--- config.mk ---
export PLATFORM = sky130hd
export DESIGN_NAME = mp_dist_ram_flat
export DESIGN_NICKNAME = d
export VERILOG_FILES = /design/src/rtl/mp_dist_ram_pkg.sv /design/src/rtl/mp_dist_ram_if.sv /design/src/rtl/mp_dist_ram_clear_ctrl.sv /design/src/rtl/mp_dist_ram.sv /design/src/flat_wrapper.sv
export SDC_FILE = /design/constraint.sdc
export NUM_CORES = 1
export LEC_CHECK = 0
export BUFFER_PORTS_ARGS = -buffer_cell sky130_fd_sc_hd__buf_2
export CORE_MARGIN = 1
export CORE_UTILIZATION = 30
export CTS_CLUSTER_SIZE = 28
export DETAILED_ROUTE_END_ITERATION = 8
export GPL_ROUTABILITY_DRIVEN = 1
export PLACE_DENSITY = 0.54
export SYNTH_ARGS = -nofsm -noshare
export SYNTH_HDL_FRONTEND = slang
export SYNTH_SLANG_ARGS = --single-unit
--- constraint.sdc ---
create_clock -name i_clk -period 3.85 [get_ports i_clk]
set_input_delay 0.77 -clock i_clk [delete_from_list [all_inputs] [get_ports i_clk]]
set_output_delay 0.77 -clock i_clk [all_outputs]
set_load 0.02 [all_outputs]
--- src/rtl/mp_dist_ram_pkg.sv ---
// Shared types and helpers for the multi-read-port distributed RAM.
// Optional same-cycle write bypass is selected with MP_DIST_RAM_WRITE_BYPASS_EN.
package mp_dist_ram_pkg;

  typedef enum logic [0:0] {
    CLEARING = 1'b0,
    READY    = 1'b1
  } ram_state_e;

  function automatic int num_bytes(input int dw, input int bw);
    return dw / bw;
  endfunction

endpackage

--- src/rtl/mp_dist_ram_if.sv ---
// Bus bundle for mp_dist_ram: one byte-masked write port, N async read ports, ready flag.
// Handshake: o_ready is the only flow control; writes presented while it is low are discarded.
interface mp_dist_ram_if
  import mp_dist_ram_pkg::*;
#(
  parameter int ADDR_WIDTH     = 5,
  parameter int DATA_WIDTH     = 32,
  parameter int BYTE_WIDTH     = 8,
  parameter int NUM_READ_PORTS = 2
);
  localparam int NumBytes = num_bytes(DATA_WIDTH, BYTE_WIDTH);

  logic                                           i_clear;
  logic                                           i_write_enable;
  logic [NumBytes-1:0]                            i_write_byte_en;
  logic [ADDR_WIDTH-1:0]                          i_write_address;
  logic [DATA_WIDTH-1:0]                          i_write_data;
  logic [NUM_READ_PORTS-1:0][ADDR_WIDTH-1:0]      i_read_address;
  logic [NUM_READ_PORTS-1:0][DATA_WIDTH-1:0]      o_read_data;
  logic                                           o_ready;

  modport master (
    output i_clear, i_write_enable, i_write_byte_en, i_write_address, i_write_data,
    output i_read_address,
    input  o_read_data, o_ready
  );

  modport slave (
    input  i_clear, i_write_enable, i_write_byte_en, i_write_address, i_write_data,
    input  i_read_address,
    output o_read_data, o_ready
  );

endinterface

--- src/rtl/mp_dist_ram_clear_ctrl.sv ---
// Clear sequencer: sweeps every address with zero after reset or on request, then reports ready.
module mp_dist_ram_clear_ctrl
  import mp_dist_ram_pkg::*;
#(
  parameter int ADDR_WIDTH = 5
) (
  input  logic                  i_clk,
  input  logic                  i_rst,
  input  logic                  i_clear,
  output logic                  o_clear_we,
  output logic [ADDR_WIDTH-1:0] o_clear_addr,
  output logic                  o_ready,
  output logic [0:0]            o_state
);
  localparam logic [0:0] ST_CLEARING = CLEARING;
  localparam logic [0:0] ST_READY    = READY;

  logic [0:0]            state_q;
  logic [ADDR_WIDTH-1:0] idx_q;

  // A clear request while already sweeping is ignored; the sweep never restarts except on reset.
  always_ff @(posedge i_clk or posedge i_rst) begin
    if (i_rst) begin
      state_q <= ST_CLEARING;
      idx_q   <= '0;
    end else begin
      case (state_q)
        ST_CLEARING: begin
          idx_q <= idx_q + 1'b1;
          if (idx_q == '1) state_q <= ST_READY;
        end
        ST_READY: begin
          if (i_clear) begin
            state_q <= ST_CLEARING;
            idx_q   <= '0;
          end
        end
        default: begin
          state_q <= ST_CLEARING;
          idx_q   <= '0;
        end
      endcase
    end
  end

  assign o_clear_we   = (state_q == ST_CLEARING);
  assign o_clear_addr = idx_q;
  assign o_ready      = (state_q == ST_READY);
  assign o_state      = state_q;

endmodule

--- src/rtl/mp_dist_ram.sv ---
// Multi-read-port LUT RAM with byte-masked write and built-in clear sweep.
// Define MP_DIST_RAM_WRITE_BYPASS_EN to forward a same-cycle write onto matching read ports.
module mp_dist_ram
  import mp_dist_ram_pkg::*;
#(
  parameter int ADDR_WIDTH     = 5,
  parameter int DATA_WIDTH     = 32,
  parameter int BYTE_WIDTH     = 8,
  parameter int NUM_READ_PORTS = 2
) (
  input  logic        i_clk,
  input  logic        i_rst,
  mp_dist_ram_if.slave bus,
  output logic [0:0]  o_state
);
  localparam int NumBytes = num_bytes(DATA_WIDTH, BYTE_WIDTH);
  localparam int Depth    = 2 ** ADDR_WIDTH;

  if (DATA_WIDTH % BYTE_WIDTH != 0) begin : g_bad_width
    $error("mp_dist_ram: DATA_WIDTH must be a multiple of BYTE_WIDTH");
  end
  if (NUM_READ_PORTS < 1) begin : g_bad_ports
    $error("mp_dist_ram: NUM_READ_PORTS must be at least 1");
  end

  logic                  clear_we;
  logic [ADDR_WIDTH-1:0] clear_addr;
  logic                  ready;
  logic                  user_we;

  mp_dist_ram_clear_ctrl #(.ADDR_WIDTH(ADDR_WIDTH)) u_clear_ctrl (
    .i_clk        (i_clk),
    .i_rst        (i_rst),
    .i_clear      (bus.i_clear),
    .o_clear_we   (clear_we),
    .o_clear_addr (clear_addr),
    .o_ready      (ready),
    .o_state      (o_state)
  );

  assign user_we     = ready & bus.i_write_enable;
  assign bus.o_ready = ready;

  // Contents are deliberately left out of reset so the array maps onto LUT RAM.
  logic [DATA_WIDTH-1:0] ram [Depth];

  always_ff @(posedge i_clk) begin
    if (clear_we) begin
      ram[clear_addr] <= '0;
    end else if (user_we) begin
      for (int b = 0; b < NumBytes; b++) begin
        if (bus.i_write_byte_en[b])
          ram[bus.i_write_address][b*BYTE_WIDTH +: BYTE_WIDTH] <=
            bus.i_write_data[b*BYTE_WIDTH +: BYTE_WIDTH];
      end
    end
  end

  logic [NUM_READ_PORTS-1:0][DATA_WIDTH-1:0] rd_data;

  for (genvar p = 0; p < NUM_READ_PORTS; p++) begin : g_rd
    logic [DATA_WIDTH-1:0] word;
`ifdef MP_DIST_RAM_WRITE_BYPASS_EN
    always_comb begin
      word = ram[bus.i_read_address[p]];
      if (user_we && (bus.i_read_address[p] == bus.i_write_address)) begin
        for (int b = 0; b < NumBytes; b++) begin
          if (bus.i_write_byte_en[b])
            word[b*BYTE_WIDTH +: BYTE_WIDTH] = bus.i_write_data[b*BYTE_WIDTH +: BYTE_WIDTH];
        end
      end
    end
`else
    assign word = ram[bus.i_read_address[p]];
`endif
    // The array is not trusted until the sweep finishes, so reads are masked meanwhile.
    assign rd_data[p] = ready ? word : '0;
  end

  assign bus.o_read_data = rd_data;

endmodule

--- src/flat_wrapper.sv ---
// flat-port wrapper written by rule: the top's interface ports become plain ports
module mp_dist_ram_flat import mp_dist_ram_pkg::*;
#(
  parameter int ADDR_WIDTH     = 5,
  parameter int DATA_WIDTH     = 32,
  parameter int BYTE_WIDTH     = 8,
  parameter int NUM_READ_PORTS = 2
)
  (i_clk, i_rst, o_state, bus_i_clear, bus_i_write_enable, bus_i_write_byte_en, bus_i_write_address, bus_i_write_data, bus_i_read_address, bus_o_read_data, bus_o_ready);
  mp_dist_ram_if #(.ADDR_WIDTH(ADDR_WIDTH), .DATA_WIDTH(DATA_WIDTH), .BYTE_WIDTH(BYTE_WIDTH), .NUM_READ_PORTS(NUM_READ_PORTS)) bus_i ();
  input  logic i_clk;
  input  logic i_rst;
  output logic [0:0] o_state;
  input wire logic [$bits(bus_i.i_clear)-1:0] bus_i_clear;
  input wire logic [$bits(bus_i.i_write_enable)-1:0] bus_i_write_enable;
  input wire logic [$bits(bus_i.i_write_byte_en)-1:0] bus_i_write_byte_en;
  input wire logic [$bits(bus_i.i_write_address)-1:0] bus_i_write_address;
  input wire logic [$bits(bus_i.i_write_data)-1:0] bus_i_write_data;
  input wire logic [$bits(bus_i.i_read_address)-1:0] bus_i_read_address;
  output wire logic [$bits(bus_i.o_read_data)-1:0] bus_o_read_data;
  output wire logic [$bits(bus_i.o_ready)-1:0] bus_o_ready;
  assign bus_i.i_clear = bus_i_clear;
  assign bus_i.i_write_enable = bus_i_write_enable;
  assign bus_i.i_write_byte_en = bus_i_write_byte_en;
  assign bus_i.i_write_address = bus_i_write_address;
  assign bus_i.i_write_data = bus_i_write_data;
  assign bus_i.i_read_address = bus_i_read_address;
  assign bus_o_read_data = bus_i.o_read_data;
  assign bus_o_ready = bus_i.o_ready;
  mp_dist_ram #(.ADDR_WIDTH(ADDR_WIDTH), .DATA_WIDTH(DATA_WIDTH), .BYTE_WIDTH(BYTE_WIDTH), .NUM_READ_PORTS(NUM_READ_PORTS)) u_core (.i_clk(i_clk), .i_rst(i_rst), .bus(bus_i), .o_state(o_state));
endmodule
; ---- After elaboration in Yosys (flattened, before gate mapping)
; Memory sizes are Yosys's and may differ from the RTL's.
; Cells that the tools add are included.
[totals]
reg_bits = 6
latch_bits = 0
mem_bits_rw = 1024
romBits = 0
inputBits = 55
output_inout_bits = 66
elab_cells = 36
mem_count = 1
[op_classes]
addsub = 1
mul = 0
div = 0
n_lt_le_gt_ge = 0
n_eq_ne = 2
shift = 0
muxes = 27
bitwise = 2
reduce_logical = 1
[mem_list]
columns = name, words, word_bits, read_ports, rd_ports_with_merged_regs, write_ports, line
row1 = u_core.ram, 32, 32, 2, 0, 1, mp_dist_ram.sv:45  ; logic [DATA_WIDTH-1:0] ram [Depth];
[ops]
columns = op, n
row1 = $mux W32, 3
row2 = $reduce_or A32 Y1, 1
row3 = $mux W1, 19
row4 = $mux W5, 2
row5 = $pmux W5 S2, 1
row6 = $add A5 B1 Y5 const B, 1
row7 = $eq A5 B5 Y1 const B, 1
row8 = $mux W4, 1
row9 = $ne A2 B2 Y1 const B, 1
row10 = $pmux W1 S2, 1
row11 = $and A1 B1 Y1, 1
row12 = $not A1 Y1, 1

; ---- Longest topological paths before layout
[logic_depth]
depth_word = 6
mapped_depth = 8
mapped_depth_nobuf = 5

; ---- Hierarchy
; From an unflattened synthesis, not the netlist that was laid out.
[hier_totals]
hier_cells = 2565
hier_area_um2 = 48756.8
[modules_own_cells]
columns = mod, n_inst, cells_each, area_per_inst_um2, seq_area_each_um2
row1 = mp_dist_ram, 1, 2541, 48459.0, 30749.5
row2 = mp_dist_ram_clear_ctrl, 1, 24, 297.8, 150.1

; ---- Least setup slack after synthesis
; Ideal clock, no wire load.
[synth_timing]
path_type = in2out
start = input bus_i_read_address[6]
end = output bus_o_read_data[58]
arrival_time_ns = 2.342
t_required_ns = 3.080
path_slack_ns = 0.738
path_stages = 8
n_path_buf = 4
path_cell_list = buf_4 > buf_4 > buf_6 > nor2b_1 > buf_2 > a221oi_1 > o21ai_0 > a31oi_1
[synth_via]
elab_chain_cells = 2
[synth_lines]
columns = element, line
row1 = "start, declared", flat_wrapper.sv:19  ; input wire logic [$bits(bus_i.i_read_address)-1:0] bus_i_read_address;
row2 = $mem_v2 Z32 W32, -
row3 = $mux W32, mp_dist_ram.sv:77  ; assign rd_data[p] = ready ? word : '0;
row4 = "end, declared", flat_wrapper.sv:20  ; output wire logic [$bits(bus_i.o_read_data)-1:0] bus_o_read_data;
; Every way passes these cells.

; ---- Worst setup path in the final report
[layout_timing]
start = input bus_i_read_address[1]
end = output bus_o_read_data[9]
; The elaborated chain is that of the path after synthesis.

==> flow_metrics.tcl <==
set metrics [dict create \
    status "finished clean" \
    cts_buffers 109 \
    vias 29100 \
    ys_seq_area_share_pct 63.1 \
    finalSetupViolations 0 \
    worstSetupEndpoint "bus_o_read_data[9]" \
    clock_latency_ns 0.72 \
    rsz0062_at_grt "false" \
    start_util_pct 30.4 \
    ff2ff_path_depth 5 \
    timing.rr.end "u_core.ram[18][12]" \
    fin_crit_ns 3.79 \
    worst_slew_pin_slew_ns 1.22 \
    chipHeight_um 406 \
    skew_ns 0.0131 \
    cts_root_buffer "clkbuf_16" \
    clkPwrFrac_pct 35.0 \
    p_int_uw 22100 \
    fill_cells 15000 \
    area_growth_pct 19.6 \
    p_sw_uw 8360 \
    syn_inst 2586 \
    worst_setup_path_end_kind "output port" \
    post-route-period-util_pct 98.3 \
    syn_area_per_cell_um2 18.9 \
    drc 0 \
    avgRoutedWirePerCell_um 30.6 \
    grt_use_total_pct 19.3 \
    slew_headroom_pct 16.2 \
    cts_hold_buf 0 \
    drive_gt1_share_pct 42.9 \
    ioPinCount 121 \
    startpoint_type "input port" \
    cts.sinks 1030 \
    drt-pass1-iter-count 6 \
    antenna_found_initial 20 \
    p_comb_share_pct 18.5 \
    yosys_warnings 0 \
    hold_path_class "in2async" \
    synth_cell_types 42 \
    avgViaCountPerCell 5.56 \
    hold_viol_final 0 \
    finalMaxSlewViolations 0 \
    grt_max_degree 41 \
    yosysTopAreaCell "edfxtp_1" \
    crit_start "bus_i_read_address[1]" \
    netlist_area_um2 49000 \
    synth-seq-cells 1030 \
    ant_nets 0 \
    synth_common_cells "edfxtp_1, mux4_2, mux2i_1" \
    die_w_um 406 \
    fin_ws_ns 0.0646 \
    grt_remaining_overflow 0 \
    seq_power_share_pct 46.5 \
    synth_fp_nets 2643 \
    dp_slack_ns -0.0768 \
    critPathRequiredTime_ns 3.08 \
    dieArea_um2 165000 \
    tns_ns 0 \
    place_area_um2 55000 \
    design_area_um2 58600 \
    fp.coreArea_um2 161000 \
    power_uw 30400 \
    gp_congestion 0.854 \
    worst-r2r-setup-slack_ns 0.47 \
    io_buffers 120 \
    path_cells "buf_8, buf_12, mux4_2, mux2_2, o221ai_1, a31oi_2, buf_4, buf_2" \
    crit_type "in2out" \
    fin_nets 3031 \
    grt_pass1_vias 29500 \
    p_leak_uw 0.0196 \
    grt_pass1_wl_um 225000 \
    routed_wl_um 160000 \
    rows 147 \
    peakVddDrop_v 0.000386 \
    synth.area.top_cells "edfxtp_1, mux4_2, mux2_2" \
    drt-initial-drc-count 2912 \
    cts_tree "yes" \
    synthFlopType "edfxtp_1" \
    crit_fanout 18 \
    clk_path_buf_depth 3 \
    cap_violations 0 \
    place_hpwl_um 112000 \
    synthArstFlopShare_pct 0.583 \
    rr_startpoint "u_core.u_clear_ctrl.o_ready" \
    synthDominantCellAreaShare_pct 62.8 \
    arrival_ns 3.02 \
    synth_enable_flop_cells 1024 \
    clkSlewWorstSetupHoldPaths_ns 0.07 \
    cpPeakStageDelay_ns 0.52 \
    switching_share_pct 27.4 \
    synth_most_common_cell "edfxtp_1" \
    power.density_nw_per_um2 520 \
    cts_setup_buffers 0 \
    worst_path_max_delay_cell "mux4_2" \
    cts_max_level 3 \
    fmax_mhz 264 \
]
==> sequential cells by signal (all words and copies together) (netlist names) <==
| register | flops |
|---|---|
| u_core.ram | 1024 |
| u_core.u_clear_ctrl.o_ready | 1 |
| u_core.u_clear_ctrl.o_clear_addr | 5 |
==> how the worst min path moves through the flow <==
stage,start,end,slack [ns],cells past startpoint
3_3_place_gp,u_core.u_clear_ctrl.o_clear_addr[3],u_core.u_clear_ctrl.o_clear_addr[3],0.62,1
4_1_cts,i_rst,u_core.u_clear_ctrl.o_clear_addr[0],0.02,2
5_1_grt,i_rst,u_core.u_clear_ctrl.o_clear_addr[0],0.07,2
2_1_floorplan,i_rst,u_core.u_clear_ctrl.o_clear_addr[0],0.56,1
3_5_place_dp,u_core.u_clear_ctrl.o_clear_addr[3],u_core.u_clear_ctrl.o_clear_addr[3],0.63,1
6_report,i_rst,u_core.u_clear_ctrl.o_clear_addr[0],0.07,2
==> logic make-up (layout without fill, tap and decap cells) <==
| family | Yosys count | count (layout) | share of synthesized area (%) |
|---|---|---|---|
| AO/OA/AOI/OAI | 319 | 319 | 4.84 |
| adder cells (fa/ha/maj) | 2 | 2 | 0.0511 |
| buffers and inverters | 236 | 713 | 2.61 |
| flip-flops | 1030 | 1030 | 63.1 |
| multiplexers | 716 | 716 | 26.4 |
| other | 0 | 7 | 0 |
| AND/OR/NAND/NOR | 283 | 283 | 2.99 |
==> worst max-delay path: cells and delay by family <==
family,cells,cell delay [ns]
buf+inv,4,0.90
mux,2,0.82
compound gates,2,0.46
==> power by group through the flow <==
stage	registers, uW	clock network, uW	logic [uW]
detailed placement	14400	0	5670
global route	14300	11200	5910
finish	14200	10700	5630
floorplan	14200	0	3160
global placement	14300	0	5660
CTS	14100	10800	5690
==> cell type report <==
cell class | count | area [um2] | area share [%]
diodes | 7 | 17.5 | 0.0299
clock buffers | 135 | 2870 | 4.90
clock inverters | 65 | 691 | 1.18
inverters | 6 | 25.0 | 0.0427
multi-input cells | 1320 | 17000 | 29.0
flip-flops and latches | 1030 | 30900 | 52.8
well taps | 2160 | 2700 | 4.61
repair buffers | 507 | 4370 | 7.46
==> placed cells by master, fill, tap and decap left out, types with 46 or more instances in the layout <==
cell type	n
edfxtp_1	1024
mux4_2	448
buf_4	322
mux2i_1	132
mux2_2	128
buf_2	114
clkbuf_16	111
nor2_1	80
buf_12	65
a31oi_1	62
a22oi_1	61
o221ai_1	60
a221oi_1	49
o21ai_0	46
==> routing by layer <==
metal  wire length [um]  vias up  global-route usage, %
met5                 83        -                      0
met4               4420       12                   6.07
met3               9620      220                   2.76
met2              78600     1131                   31.9
met1              67300    15800                   26.2
li1                   -    12000                      -
==> stage by stage <==
stage / std cells / hold slack (ns) / util, %
after global placement: 5023 / 0.617 / 34.1
final: 5230 / 0.0662 / 36.3
after detailed placement: 5023 / 0.628 / 34.1
after floorplan: 2586 / 0.561 / -
after CTS: 5223 / 0.0247 / 36.3
after global routing: 5224 / 0.0702 / 36.3
==> timing repair <==
item / 4_1_cts / 5_1_grt
endpoints found under the setup margin: 3 / 4
resized for setup: 5 / 4
gates cloned: 0 / 0
Note: power is estimated with default switching activity, not from simulation.
